--- src/rtl/mem_pkg.sv ---
// Shared types and constants for the SRAM access arbiter: FSM states, grant owners and default limits.
package mem_pkg;

  typedef enum logic [1:0] {
    ST_IDLE = 2'd0,
    ST_ADDR = 2'd1,
    ST_DATA = 2'd2,
    ST_RESP = 2'd3
  } state_t;

  typedef enum logic [1:0] {
    GNT_NONE = 2'd0,
    GNT_INST = 2'd1,
    GNT_DATA = 2'd2
  } gnt_t;

  localparam int STARVE_MAX_DEF = 4;
  localparam int STARVE_W       = 3;

endpackage

--- src/rtl/sram_access_arbiter_if.sv ---
// Signal bundle between the fetch/data requesters, the arbiter and the external SRAM port.
interface sram_access_arbiter_if #(
  parameter int ADDR_W = 32,
  parameter int DATA_W = 32
);
  // A request is taken on the cycle its *_addr_ok pulses while *_req is high;
  // the matching *_data_ok is a one-cycle pulse carrying read data or store completion.
  logic              inst_req;
  logic [ADDR_W-1:0] inst_addr;
  logic              inst_addr_ok;
  logic              inst_data_ok;
  logic [DATA_W-1:0] inst_rdata;

  logic                data_req;
  logic                data_wr;
  logic [DATA_W/8-1:0] data_wstrb;
  logic [ADDR_W-1:0]   data_addr;
  logic [DATA_W-1:0]   data_wdata;
  logic                data_addr_ok;
  logic                data_data_ok;
  logic [DATA_W-1:0]   data_rdata;

  logic                mem_req;
  logic                mem_wr;
  logic [DATA_W/8-1:0] mem_wstrb;
  logic [ADDR_W-1:0]   mem_addr;
  logic [DATA_W-1:0]   mem_wdata;
  logic                mem_addr_ok;
  logic                mem_data_ok;
  logic [DATA_W-1:0]   mem_rdata;

  modport slave (
    input  inst_req, inst_addr,
    output inst_addr_ok, inst_data_ok, inst_rdata,
    input  data_req, data_wr, data_wstrb, data_addr, data_wdata,
    output data_addr_ok, data_data_ok, data_rdata,
    output mem_req, mem_wr, mem_wstrb, mem_addr, mem_wdata,
    input  mem_addr_ok, mem_data_ok, mem_rdata
  );

  modport master (
    output inst_req, inst_addr,
    input  inst_addr_ok, inst_data_ok, inst_rdata,
    output data_req, data_wr, data_wstrb, data_addr, data_wdata,
    input  data_addr_ok, data_data_ok, data_rdata,
    input  mem_req, mem_wr, mem_wstrb, mem_addr, mem_wdata,
    output mem_addr_ok, mem_data_ok, mem_rdata
  );

endinterface

--- src/rtl/arb_priority_sel.sv ---
// Combinational winner pick: data has priority unless fetch has been passed over STARVE_MAX times.
module arb_priority_sel
  import mem_pkg::*;
#(
  parameter int STARVE_MAX = STARVE_MAX_DEF
) (
  input  logic                inst_req,
  input  logic                data_req,
  input  logic [STARVE_W-1:0] starve_cnt,
  output gnt_t                gnt
);

  localparam logic [STARVE_W-1:0] STARVE_LIM = STARVE_W'(STARVE_MAX);

  always_comb begin
    gnt = GNT_NONE;
    if (data_req && (!inst_req || (starve_cnt < STARVE_LIM))) begin
      gnt = GNT_DATA;
    end else if (inst_req) begin
      gnt = GNT_INST;
    end
  end

endmodule

--- src/rtl/sram_access_arbiter.sv ---
// Single-outstanding arbiter sharing one SRAM port between instruction fetch and load/store traffic.
module sram_access_arbiter
  import mem_pkg::*;
#(
  parameter int ADDR_W     = 32,
  parameter int DATA_W     = 32,
  parameter int STARVE_MAX = STARVE_MAX_DEF
) (
  input  logic                  clk,
  input  logic                  reset,
  sram_access_arbiter_if.slave  bus,
  output logic                  busy,
  output state_t                state_o,
  output logic [STARVE_W-1:0]   starve_cnt_o
);

  localparam int                  STRB_W     = DATA_W / 8;
  localparam logic [STARVE_W-1:0] STARVE_LIM = STARVE_W'(STARVE_MAX);

  state_t                state_q, state_d;
  gnt_t                  gnt_q, gnt_d;
  gnt_t                  sel;
  logic [STARVE_W-1:0]   starve_q, starve_d;
  logic                  wr_q, wr_d;
  logic [STRB_W-1:0]     wstrb_q, wstrb_d;
  logic [ADDR_W-1:0]     addr_q, addr_d;
  logic [DATA_W-1:0]     wdata_q, wdata_d;
  logic [DATA_W-1:0]     inst_rdata_q, inst_rdata_d;
  logic [DATA_W-1:0]     data_rdata_q, data_rdata_d;
  logic                  inst_addr_ok_c, data_addr_ok_c;
  logic                  inst_data_ok_c, data_data_ok_c;

  arb_priority_sel #(.STARVE_MAX(STARVE_MAX)) u_sel (
    .inst_req   (bus.inst_req),
    .data_req   (bus.data_req),
    .starve_cnt (starve_q),
    .gnt        (sel)
  );

  always_ff @(posedge clk or posedge reset) begin
    if (reset) begin
      state_q      <= ST_IDLE;
      gnt_q        <= GNT_NONE;
      starve_q     <= '0;
      wr_q         <= 1'b0;
      wstrb_q      <= '0;
      addr_q       <= '0;
      wdata_q      <= '0;
      inst_rdata_q <= '0;
      data_rdata_q <= '0;
    end else begin
      state_q      <= state_d;
      gnt_q        <= gnt_d;
      starve_q     <= starve_d;
      wr_q         <= wr_d;
      wstrb_q      <= wstrb_d;
      addr_q       <= addr_d;
      wdata_q      <= wdata_d;
      inst_rdata_q <= inst_rdata_d;
      data_rdata_q <= data_rdata_d;
    end
  end

  always_comb begin
    state_d        = state_q;
    gnt_d          = gnt_q;
    starve_d       = starve_q;
    wr_d           = wr_q;
    wstrb_d        = wstrb_q;
    addr_d         = addr_q;
    wdata_d        = wdata_q;
    inst_rdata_d   = inst_rdata_q;
    data_rdata_d   = data_rdata_q;
    inst_addr_ok_c = 1'b0;
    data_addr_ok_c = 1'b0;
    inst_data_ok_c = 1'b0;
    data_data_ok_c = 1'b0;
    unique case (state_q)
      ST_IDLE: begin
        if (sel == GNT_DATA) begin
          data_addr_ok_c = 1'b1;
          gnt_d          = GNT_DATA;
          wr_d           = bus.data_wr;
          // Loads never drive byte enables onto the SRAM, whatever the requester presents.
          wstrb_d        = bus.data_wr ? bus.data_wstrb : '0;
          addr_d         = bus.data_addr;
          wdata_d        = bus.data_wdata;
          state_d        = ST_ADDR;
          if (!bus.inst_req)              starve_d = '0;
          else if (starve_q < STARVE_LIM) starve_d = starve_q + 1'b1;
        end else if (sel == GNT_INST) begin
          inst_addr_ok_c = 1'b1;
          gnt_d          = GNT_INST;
          wr_d           = 1'b0;
          wstrb_d        = '0;
          addr_d         = bus.inst_addr;
          wdata_d        = '0;
          starve_d       = '0;
          state_d        = ST_ADDR;
        end
      end
      ST_ADDR: begin
        if (bus.mem_addr_ok) state_d = ST_DATA;
      end
      ST_DATA: begin
        if (bus.mem_data_ok) begin
          if (gnt_q == GNT_INST) inst_rdata_d = bus.mem_rdata;
          else                   data_rdata_d = bus.mem_rdata;
          state_d = ST_RESP;
        end
      end
      ST_RESP: begin
        inst_data_ok_c = (gnt_q == GNT_INST);
        data_data_ok_c = (gnt_q == GNT_DATA);
        gnt_d          = GNT_NONE;
        state_d        = ST_IDLE;
      end
      default: state_d = ST_IDLE;
    endcase
  end

  assign bus.inst_addr_ok = inst_addr_ok_c;
  assign bus.data_addr_ok = data_addr_ok_c;
  assign bus.inst_data_ok = inst_data_ok_c;
  assign bus.data_data_ok = data_data_ok_c;
  assign bus.inst_rdata   = inst_rdata_q;
  assign bus.data_rdata   = data_rdata_q;
  assign bus.mem_req      = (state_q == ST_ADDR);
  assign bus.mem_wr       = wr_q;
  assign bus.mem_wstrb    = wstrb_q;
  assign bus.mem_addr     = addr_q;
  assign bus.mem_wdata    = wdata_q;
  assign busy             = (state_q != ST_IDLE);
  assign state_o          = state_q;
  assign starve_cnt_o     = starve_q;

endmodule

--- src/flat_wrapper.sv ---
// flat-port wrapper written by rule: the top's interface ports become plain ports
module sram_access_arbiter_flat import mem_pkg::*;
#(
  parameter int ADDR_W     = 32,
  parameter int DATA_W     = 32,
  parameter int STARVE_MAX = STARVE_MAX_DEF
)
  (clk, reset, busy, state_o, starve_cnt_o, bus_inst_req, bus_inst_addr, bus_inst_addr_ok, bus_inst_data_ok, bus_inst_rdata, bus_data_req, bus_data_wr, bus_data_wstrb, bus_data_addr, bus_data_wdata, bus_data_addr_ok, bus_data_data_ok, bus_data_rdata, bus_mem_req, bus_mem_wr, bus_mem_wstrb, bus_mem_addr, bus_mem_wdata, bus_mem_addr_ok, bus_mem_data_ok, bus_mem_rdata);
  sram_access_arbiter_if #(.ADDR_W(ADDR_W), .DATA_W(DATA_W)) bus_i ();
  input  logic clk;
  input  logic reset;
  output logic busy;
  output state_t state_o;
  output logic [STARVE_W-1:0] starve_cnt_o;
  input wire logic [$bits(bus_i.inst_req)-1:0] bus_inst_req;
  input wire logic [$bits(bus_i.inst_addr)-1:0] bus_inst_addr;
  output wire logic [$bits(bus_i.inst_addr_ok)-1:0] bus_inst_addr_ok;
  output wire logic [$bits(bus_i.inst_data_ok)-1:0] bus_inst_data_ok;
  output wire logic [$bits(bus_i.inst_rdata)-1:0] bus_inst_rdata;
  input wire logic [$bits(bus_i.data_req)-1:0] bus_data_req;
  input wire logic [$bits(bus_i.data_wr)-1:0] bus_data_wr;
  input wire logic [$bits(bus_i.data_wstrb)-1:0] bus_data_wstrb;
  input wire logic [$bits(bus_i.data_addr)-1:0] bus_data_addr;
  input wire logic [$bits(bus_i.data_wdata)-1:0] bus_data_wdata;
  output wire logic [$bits(bus_i.data_addr_ok)-1:0] bus_data_addr_ok;
  output wire logic [$bits(bus_i.data_data_ok)-1:0] bus_data_data_ok;
  output wire logic [$bits(bus_i.data_rdata)-1:0] bus_data_rdata;
  output wire logic [$bits(bus_i.mem_req)-1:0] bus_mem_req;
  output wire logic [$bits(bus_i.mem_wr)-1:0] bus_mem_wr;
  output wire logic [$bits(bus_i.mem_wstrb)-1:0] bus_mem_wstrb;
  output wire logic [$bits(bus_i.mem_addr)-1:0] bus_mem_addr;
  output wire logic [$bits(bus_i.mem_wdata)-1:0] bus_mem_wdata;
  input wire logic [$bits(bus_i.mem_addr_ok)-1:0] bus_mem_addr_ok;
  input wire logic [$bits(bus_i.mem_data_ok)-1:0] bus_mem_data_ok;
  input wire logic [$bits(bus_i.mem_rdata)-1:0] bus_mem_rdata;
  assign bus_i.inst_req = bus_inst_req;
  assign bus_i.inst_addr = bus_inst_addr;
  assign bus_inst_addr_ok = bus_i.inst_addr_ok;
  assign bus_inst_data_ok = bus_i.inst_data_ok;
  assign bus_inst_rdata = bus_i.inst_rdata;
  assign bus_i.data_req = bus_data_req;
  assign bus_i.data_wr = bus_data_wr;
  assign bus_i.data_wstrb = bus_data_wstrb;
  assign bus_i.data_addr = bus_data_addr;
  assign bus_i.data_wdata = bus_data_wdata;
  assign bus_data_addr_ok = bus_i.data_addr_ok;
  assign bus_data_data_ok = bus_i.data_data_ok;
  assign bus_data_rdata = bus_i.data_rdata;
  assign bus_mem_req = bus_i.mem_req;
  assign bus_mem_wr = bus_i.mem_wr;
  assign bus_mem_wstrb = bus_i.mem_wstrb;
  assign bus_mem_addr = bus_i.mem_addr;
  assign bus_mem_wdata = bus_i.mem_wdata;
  assign bus_i.mem_addr_ok = bus_mem_addr_ok;
  assign bus_i.mem_data_ok = bus_mem_data_ok;
  assign bus_i.mem_rdata = bus_mem_rdata;
  sram_access_arbiter #(.ADDR_W(ADDR_W), .DATA_W(DATA_W), .STARVE_MAX(STARVE_MAX)) u_core (.clk(clk), .reset(reset), .bus(bus_i), .busy(busy), .state_o(state_o), .starve_cnt_o(starve_cnt_o));
endmodule
--- config.mk ---
export PLATFORM = sky130hd
export DESIGN_NAME = sram_access_arbiter_flat
export DESIGN_NICKNAME = d
export VERILOG_FILES = /design/src/rtl/mem_pkg.sv /design/src/rtl/sram_access_arbiter_if.sv /design/src/rtl/arb_priority_sel.sv /design/src/rtl/sram_access_arbiter.sv /design/src/flat_wrapper.sv
export SDC_FILE = /design/constraint.sdc
export NUM_CORES = 1
export LEC_CHECK = 0
export CORE_MARGIN = 2
export CORE_UTILIZATION = 31
export CTS_CLUSTER_DIAMETER = 200
export DETAILED_ROUTE_END_ITERATION = 8
export GPL_ROUTABILITY_DRIVEN = 0
export PLACE_DENSITY = 0.76
export SLEW_MARGIN = 20
export SYNTH_ARGS = -nofsm -noshare
export SYNTH_HDL_FRONTEND = slang
export SYNTH_SLANG_ARGS = --single-unit
export TNS_END_PERCENT = 20
--- constraint.sdc ---
create_clock -name clk -period 6.5 [get_ports clk]
set_clock_uncertainty 0.15 [all_clocks]
set_input_delay 1.3 -clock clk [delete_from_list [all_inputs] [get_ports clk]]
set_output_delay 1.3 -clock clk [all_outputs]
set_load 0.03 [all_outputs]
Word level (Yosys, flattened, before mapping)
Cells that the tools add are included.
{"block": "classes", "order_cmp": 1, "muxes": 29, "n_bitwise": 1, "n_reduce_logical": 13, "eq_ne": 11, "n_addsub": 1}
{"operator": "32-bit two-way mux", "count": 4}
{"operator": "2-bit two-way mux", "count": 6}
{"operator": "3-bit two-way mux", "count": 4}
{"operator": "4-bit two-way mux", "count": 3}
{"operator": "3-bit AND reduction", "count": 4}
{"operator": "1-bit two-way mux", "count": 10}
{"operator": "2-bit == test (second input constant)", "count": 4}
{"operator": "2-bit one-hot mux with 4 select lines", "count": 1}
{"operator": "2-bit by 1-bit == test with 1-bit output (second input constant)", "count": 3}
{"operator": "2-bit nonzero test", "count": 3}
{"operator": "2-bit one-hot mux with 2 select lines", "count": 1}
{"operator": "2-bit AND reduction", "count": 2}
{"operator": "3-bit by 1-bit adder with 3-bit output (second input constant)", "count": 1}
{"operator": "3-bit < comparator (second input constant)", "count": 1}
{"operator": "3-bit by 1-bit != test with 1-bit output (second input constant)", "count": 1}
{"operator": "3-bit != test (second input constant)", "count": 1}
{"operator": "2-bit logical NOT", "count": 1}
{"operator": "2-bit by 1-bit != test with 1-bit output (second input constant)", "count": 1}
{"operator": "2-bit != test (second input constant)", "count": 1}
{"operator": "1-bit logical AND", "count": 1}
{"operator": "1-bit logical NOT", "count": 1}
{"operator": "1-bit logical OR", "count": 1}
{"operator": "1-bit NOT", "count": 1}
{"block": "word_totals", "elab_cells": 65, "input_bits": 139, "output_inout_bits": 144, "reg_bits": 140}

Logic depth before layout (Yosys ltp)
Gate-level depths: netlist of the first run.
{"block": "depth", "depth_word": 8, "ltp_mapped": 8, "ltp_nobuf": 5}

Hierarchy
Synthesis of the first run repeated with hierarchy kept, for this count alone.
{"block": "unflattened", "hier_cells": 482, "hier_area_um2": 5900.7}
{"module": "sram_access_arbiter", "area_each_um2": 5881.9, "seq_area_each_um2": 3503.4, "cells_each": 479, "n_inst": 1}
{"module": "arb_priority_sel", "area_each_um2": 18.8, "seq_area_each_um2": 0.0, "cells_each": 3, "n_inst": 1}

Least setup slack after synthesis of the first run
No wires, ideal clock.
{"block": "synth_timing", "path_type": "input -> output", "start": "in bus_inst_req", "end": "out bus_inst_addr_ok", "path_buffers": 2, "t_required_ns": 5.050, "setup_slack_ns": 2.907, "stages": 4, "arrival_ns": 2.143, "path_cell_list": "buf_2 > a21boi_2 > buf_2 > nor2_1"}
{"block": "synth_between", "elab_chain_cells": 8, "word_cells_on_any_way": 10, "cone_classes": "2 x eq/ne; 5 x mux; 3 x reduce/logical"}
{"item": "start: declaration", "line_no": "flat_wrapper.sv:15", "rtl": "input wire logic [$bits(bus_i.inst_req)-1:0] bus_inst_req;"}
{"item": "1-bit logical NOT"}
{"item": "1-bit logical OR", "line_no": "arb_priority_sel.sv:17", "rtl": "if (data_req && (!inst_req || (starve_cnt < STARVE_LIM))) begin"}
{"item": "1-bit logical AND", "line_no": "arb_priority_sel.sv:17"}
{"item": "2-bit two-way mux (*)", "line_no": "arb_priority_sel.sv:17"}
{"item": "2-bit by 1-bit == test with 1-bit output", "line_no": "sram_access_arbiter.sv:91", "rtl": "end else if (sel == GNT_INST) begin"}
{"item": "1-bit two-way mux", "line_no": "sram_access_arbiter.sv:91"}
{"item": "1-bit two-way mux (*)", "line_no": "sram_access_arbiter.sv:80", "rtl": "if (sel == GNT_DATA) begin"}
{"item": "1-bit two-way mux (*)", "line_no": "sram_access_arbiter.sv:78", "rtl": "unique case (state_q)"}
{"item": "end: declaration", "line_no": "flat_wrapper.sv:17", "rtl": "output wire logic [$bits(bus_i.inst_addr_ok)-1:0] bus_inst_addr_ok;"}
Mark *: on every way between the ends. The rest lies on a longest branch, timed or not.

Final worst setup path of the first run
{"block": "layout_timing", "start": "in bus_data_req", "end": "out bus_data_addr_ok"}
{"block": "layout_between", "elab_chain_cells": 5}
{"item": "start: declaration", "line_no": "flat_wrapper.sv:20", "rtl": "input wire logic [$bits(bus_i.data_req)-1:0] bus_data_req;"}
{"item": "1-bit logical AND", "line_no": "arb_priority_sel.sv:17"}
{"item": "2-bit two-way mux", "line_no": "arb_priority_sel.sv:17"}
{"item": "2-bit == test", "line_no": "sram_access_arbiter.sv:80"}
{"item": "1-bit two-way mux", "line_no": "sram_access_arbiter.sv:80"}
{"item": "1-bit two-way mux", "line_no": "sram_access_arbiter.sv:78"}
{"item": "end: declaration", "line_no": "flat_wrapper.sv:25", "rtl": "output wire logic [$bits(bus_i.data_addr_ok)-1:0] bus_data_addr_ok;"}
Every way passes these cells.

==> results.md, run 1 <==
- The iteration-0 DRC count of the detailed router is 126.
- The remaining routing DRC violations is 0.
- The net count after synthesis is 580.
- The first TritonRoute pass finished after 4 iterations.
- In the synthesized netlist, the cells that appear most often are sky130_fd_sc_hd__dfrtp_1, sky130_fd_sc_hd__a21oi_1, sky130_fd_sc_hd__mux2_2.
- The detailed-route via count is 4,460.
- The top cell type's share of synthesized area is 0.626.
- The number of violations of the max-capacitance limit is 0.
- The kind of end point of the critical path is a primary output.
- Once layout is done, the placed cells without fillers occupy between 9000 and 10,000 um^2.
- The initialized floorplan defines 49 standard-cell rows.
- The largest family of logic cells by synthesized area is multiplexers.
- Clock tree synthesis found a total of 140 sinks.
- The leakage component of the power is 3.84 nW.
- Data on the critical path is required at its endpoint by 5.05 ns.
- At the pin with the least slew margin, the transition time is 0.989 ns.
- The number of buffers added by the clock tree synthesis step is 17.
- The worst IR drop on VDD is 0.000289 V.
- The buffer cell driving the clock tree root is sky130_fd_sc_hd__clkbuf_16.
- Setup repair after global routing left no endpoint under its margin.
- The number of hold-slack violations in the final timing report came to 0.
- The count of flip-flops with a built-in enable after synthesis is 0.
- The critical path is of the input port to primary output type.
- The number of top-level design ports is roughly 280.
- The adder and majority gate portion of the synthesized area is 0.0112.
- The xor and xnor area share after synthesis is 0.
- Hold repair after CTS inserted 0 buffers.
- The total half-perimeter wirelength after legalization and detailed placement is 11,100 um.
- The number of levels in the clock H-tree is 4.
- The run finished with clean final reports.
- The detail route stage leaves a number of antenna-violating nets equal to 0.
- For this run, the number of Yosys warnings is 0.
- The clock insertion delay at the later pin of the skew report is 0.41 ns.
- The cell area after synthesis is about 5600 um^2.
- Once placement finished, the instance area stood at 8570 um^2.
- Hold is met by 0.344 ns.
- The worst setup path is launched from an input port.
- The number of distinct library cell variants in the gate-level netlist after synthesis is 26.
- The first global-routing pass estimated 25,500 um of wire.
- The sequential share of the synthesized area is 0.626.
- The instance count after placement with tap cells included is 923.
- The number of antenna diodes in the final layout is 0.
- The share of synthesized flip-flops with an asynchronous set or reset is 1.00.
- The quantity of gates resized following cts is 0.
- During placement, the flow inserted port buffers numbering 282.
- The count of buffers added by post-CTS timing repair for setup is 0.
- The core region is 17,800 um^2.
- The utilization after layout is 0.512.
- The highest fanout seen on the critical path is 6.
- Dividing the final minimum period by the clock period gives 0.686.
- Yosys instantiated no cell more often than sky130_fd_sc_hd__dfrtp_1.
- The synthesized-area fraction occupied by and/or/nand/nor cells is 0.0592.
- For this block, the routed nets add up to roughly 16,000 um of wire.
- Prior to clock tree synthesis, the placed netlist has a worst setup slack of ~2.0 ns.
- The average size of a mapped cell is 12.8 um^2.
- Measured along the x axis, the die boundary spans 138 um.
- Data arrives at the worst endpoint at 3.01 ns.
- The least setup slack across all paths after layout is 2.04 ns.
- In the global route stage, overall resource usage came out at 0.167.
- The total count of max-transition violations in the final report is 0.
- The smallest clock period supported by the final layout is computed as 4.46 ns.
- The routed length per instance is 16.7 um.
- The worst hold path belongs to the class register to register.
- Measured against its own limit, the worst slew margin works out to 0.339.
- The overflow left after global routing is 0.
- The multiplexer area fraction after synthesis is 0.137.
- The die covers roughly 19,000 um^2.
- The floorplan step set the die height to ~140 um.
- The synthesized netlist cell count is 436.
- The number of antenna violations at the first check in global routing is 0.
- Using the TritonRoute via totals, the vias-per-cell ratio works out to 4.67.
- The compound-cell area share of the yosys netlist is 0.130.
- The layout-stage area growth over the synthesis result is 63.1%.
- The final non-filler cell total is 955.
- The CTS tree is yes.
- The setup-violating endpoint count in the final report is 0.
- The fmax is 224 MHz.
- After routing, the total negative slack on setup checks comes to 0 ns.
- The post-synthesis sequential element count is 140.
- The initial utilization of the core area, before any placement, comes to 0.314.
- The most instantiated flip-flop cell in the synthesis netlist is sky130_fd_sc_hd__dfrtp_1.
- The post-layout total power is ~5.1 mW.
- In this run the deepest clock path goes through 2 buffers.
- The dominant cell type by area after synthesis is sky130_fd_sc_hd__dfrtp_1.
- The pin count of the biggest net entering global routing is 93.
- The number of global-route vias before repair is 4,680.
- At the end of the flow, the number of nets in the layout was 857.
- In the final layout, the share of cells above drive strength 1 is 0.145.
- Power spread over the standard cell area amounts to about 550 nW/um^2.
- Ranked by total cell area, the synthesized netlist is headed by sky130_fd_sc_hd__dfrtp_1, sky130_fd_sc_hd__mux2_2, sky130_fd_sc_hd__a21oi_1.
- The clock-pin transition on the worst setup and hold timing paths is 0.06 ns.
-- metal layers --
metal  global-route usage  part of all wire  up-vias
met5                    0                 0        -
met4               0.0591             0.017        0
met1                0.203              0.42     2172
met3               0.0575             0.082       19
met2                0.278              0.48      182
li1                     -                 -     2087
-- sequential cells by signal, indices dropped and copies added, names as in the netlist --
name,flops
u_core.bus.inst_rdata,32
u_core.gnt_q,2
u_core.state_o,2
u_core.bus.mem_addr,32
u_core.bus.mem_wr,1
u_core.bus.mem_wstrb,4
u_core.starve_cnt_o,3
u_core.bus.mem_wdata,32
u_core.bus.data_rdata,32
-- power breakdown --
group	internal [mW]	total, mW	switching [mW]
combinational	1.16	2.62	1.45
sequential	1.29	1.51	0.219
clock	0.541	0.932	0.391
total	3.00	5.06	2.06
-- layout make-up --
class                      count  area [um^2]
clock inverter                12          116
clock buffer                  20          447
multi-input combinational    262         1900
tap                          229          287
fill                        1589         8710
timing repair buffer         287         2860
sequential                   140         3500
inverter                       5         23.8
-- cells in the final DEF, fill, tap and decap left out, types with 2 or more instances in the layout --
master,count
sky130_fd_sc_hd__a21oi_1,65
sky130_fd_sc_hd__a22o_1,35
sky130_fd_sc_hd__a32o_1,4
sky130_fd_sc_hd__buf_4,5
sky130_fd_sc_hd__clkbuf_1,2
sky130_fd_sc_hd__clkbuf_16,17
sky130_fd_sc_hd__clkdlybuf4s50_1,282
sky130_fd_sc_hd__clkinv_2,2
sky130_fd_sc_hd__clkinv_4,3
sky130_fd_sc_hd__clkinvlp_4,4
sky130_fd_sc_hd__dfrtp_1,140
sky130_fd_sc_hd__ha_1,5
sky130_fd_sc_hd__inv_1,4
sky130_fd_sc_hd__inv_6,2
sky130_fd_sc_hd__mux2_1,6
sky130_fd_sc_hd__mux2_2,62
sky130_fd_sc_hd__nand2_1,35
sky130_fd_sc_hd__nor2_1,37
sky130_fd_sc_hd__nor2_4,2
-- final timing paths --
kind	start	cells after the start	slack (ns)	endpoint
max in group asynchronous	reset	3	3.76	u_core.bus.inst_rdata[31]
worst max-delay path	bus_data_req	4	2.04	bus_data_addr_ok
worst max register to register	u_core.state_o[0]	4	4.16	u_core.bus.inst_rdata[14]
worst min-delay path	u_core.bus.mem_wstrb[3]	1	0.34	u_core.bus.mem_wstrb[3]
worst min register to register	u_core.bus.mem_wstrb[3]	1	0.34	u_core.bus.mem_wstrb[3]
min in group asynchronous	reset	2	1.31	u_core.bus.mem_wdata[1]
-- cell families (layout without fill, tap and decap cells) --
logic type / after synthesis / after routing
buf+inv: 34 / 324
simple gates: 79 / 79
fa+ha+maj: 5 / 5
mux: 68 / 68
compound gates: 110 / 110
flops: 140 / 140
-- critical path, cell delays in order --
cell,delay (ns)
sky130_fd_sc_hd__clkdlybuf4s50_1,0.60
sky130_fd_sc_hd__a21bo_1,0.28
sky130_fd_sc_hd__nor2_4,0.12
sky130_fd_sc_hd__clkdlybuf4s50_1,0.70
No activity file was read; power rests on OpenSTA's default activity.
==> run 2: changes to the inputs <==
==> constraint.sdc (replaced) <==
create_clock -name clk -period 4.5 [get_ports clk]
set_clock_uncertainty 0.15 [all_clocks]
set_input_delay 0.9 -clock clk [delete_from_list [all_inputs] [get_ports clk]]
set_output_delay 0.9 -clock clk [all_outputs]
set_load 0.03 [all_outputs]
==> results.md, run 2 (synthesis results as in run 1) <==
- After clock tree synthesis, the clock-pin slew on the worst setup and hold paths is 0.06 ns.
- Dividing total power by cell area gives a power density of 813 nW/um^2.
- In the routed design, unresolved DRC markers number 0.
- The post-route minimum period is 3.18 ns.
- The wire length of the first global-routing pass is 25,800 um.
- For the worst-skew pair, the clock arrives at the later sink with an insertion delay of 0.41 ns.
- In this run, post-CTS hold repair placed 0 buffers.
- The required arrival time at the worst endpoint is 3.45 ns.
- The library cell used most frequently in the layout, excluding fill and tap cells, is sky130_fd_sc_hd__clkdlybuf4s50_1.
- The routed length per instance is between 15 and 20 um.
- The utilization after layout is 0.519.
- The highest fanout seen on the critical path is 7.
- The number of search-and-repair iterations in the first detailed-routing pass is 4.
- STA puts the critical path data arrival time at approximately 2.1 ns.
- TritonCTS built the clock tree.
- The finished layout holds around 960 standard cells, fillers aside.
- The total track usage is 0.168.
- The overall routed net length is 15,800 um.
- Global routing finished with a remaining overflow of 0.
- For this run, global-route usage on met1 was measured as 0.203.
- The floorplan die height is 138 um.
- The run finished with clean final reports.
- The number of antenna violations at the first check in global routing is 0.
- STA classifies the critical path startpoint as a register.
- The instance count after placement with tap cells included is 926.
- In the global route stage, met3 resource usage came out at 0.0623.
- The number of cells on the worst hold path is 1.
- For this block, the initial DRC count from the detailed router was 124.
- Relative to the synthesized area, the layout overhead comes to 65.5%.
- The quantity of I/O buffers inserted on ports is 282.
- The number of global-route vias before repair came to 4,827.
- The number of antenna diodes is 0.
- The total count of max-transition violations in the final report is 0.
- Setup repair after global routing left no endpoint under its margin.
- The fmax is ~310 MHz.
- The die covers 19,200 um^2.
- The number of buffers added by the clock tree synthesis step is 17.
- The number of top-level design ports is 283.
- In the final layout, the share of cells above drive strength 1 is 0.150.
- The starting density of the core is 0.314.
- The type of the tightest min-delay check is register to register.
- Max-cap violations in this run came to 0.
- STA classifies the critical path endpoint as a primary output.
- Detailed placement ended at an HPWL of 11,300 um.
- Leaving out fill and tap cells, the most frequent cells in the layout are sky130_fd_sc_hd__clkdlybuf4s50_1, sky130_fd_sc_hd__dfrtp_1, sky130_fd_sc_hd__a21oi_1.
- For met2 alone, demand over resource in global routing was 0.280.
- The count of buffers added by post-CTS timing repair for setup is 0.
- Measured along the x axis, the die boundary spans approximately 140 um.
- The placement row count is 49.
- The type of the setup path with the least slack is register to primary output.
- The share of the clock period used by the worst path after layout is 0.706.
- The number of vias per cell is 4.68.
- The longest clock path from root to sink contains 2 buffers.
- The total core area is 17,800 um^2.
- The analysis attributes to cell leakage a power of between 3 and 4 nW.
- The buffer cell driving the clock tree root is sky130_fd_sc_hd__clkbuf_16.
- The quantity of gates resized following cts is 0.
- The most used routing layer is met2.
- Setup violations remaining at the end of the flow were counted as 0.
- Overall power consumption after layout is estimated at ~7.5 mW.
- The number of sinks on the clock net is 140.
- The final sum of negative setup slack is 0 ns.
- The path depth of the worst reg2reg path is 5.
- CTS built an H-tree with a depth of 4.
- The pin count of the biggest net entering global routing is 65.
- The detail route stage leaves a number of antenna-violating nets equal to 0.
- The count of nets after finishing is 860.
- The number of hold-slack violations in the final timing report is 0.
- The worst IR drop on VDD is 0.000433 V.
- The worst pin sits at a relative slew slack of 0.340.
- The detailed-route via count is around 4,500.
- The slew at the pin closest to its max-slew limit is 0.987 ns.
[run 2: area by class of cell]
class | count | area (um^2)
Clock inverter | 12 | 209
Tap cell | 229 | 287
Sequential cell | 140 | 3500
Timing Repair Buffer | 290 | 2900
Clock buffer | 20 | 447
Multi-Input combinational cell | 262 | 1900
Fill cell | 1558 | 8570
Inverter | 5 | 22.5
[run 2: routing by layer]
layer  vias to the layer above  wire, um
met5                         -         0
met4                         0       244
met3                        19      1300
met2                       186      7780
met1                      2182      6470
li1                       2101         -
[run 2: final timing paths]
check / endpoint / start / slack, ns
worst max-delay path: busy / u_core.state_o[0] / 1.32
worst min-delay path: u_core.bus.inst_rdata[0] / u_core.bus.inst_rdata[0] / 0.34
worst max register to register: u_core.bus.data_rdata[7] / u_core.state_o[0] / 2.18
worst min register to register: u_core.bus.inst_rdata[0] / u_core.bus.inst_rdata[0] / 0.34
max in group asynchronous: u_core.starve_cnt_o[2] / reset / 2.56
min in group asynchronous: u_core.bus.inst_rdata[3] / reset / 0.85
[run 2: power by group]
group / total (mW) / switching, mW / internal [mW] / leakage, nW
sequential: 2.18 / 0.318 / 1.86 / 1.69
clock: 1.56 / 0.554 / 1.01 / 0.312
combinational: 3.79 / 2.10 / 1.70 / 1.91
[run 2: critical path, stage by stage (launching register included)]
cell and delay (ns):
sky130_fd_sc_hd__dfrtp_1 0.42, sky130_fd_sc_hd__inv_1 0.09, sky130_fd_sc_hd__ha_1 0.35, sky130_fd_sc_hd__inv_1 0.18
sky130_fd_sc_hd__clkdlybuf4s50_1 0.69
[run 2: stage by stage]
| stage | hold slack (ns) | setup slack (ns) | instance area [um^2] |
|---|---|---|---|
| detailed placement | 0.331 | 1.37 | 8610 |
| global route | 0.360 | 1.20 | 9270 |
| global placement | 0.320 | 1.37 | 8610 |
| finish | 0.338 | 1.32 | 9270 |
| floorplan | 0.346 | 1.70 | 5600 |
| CTS | 0.344 | 1.28 | 9270 |
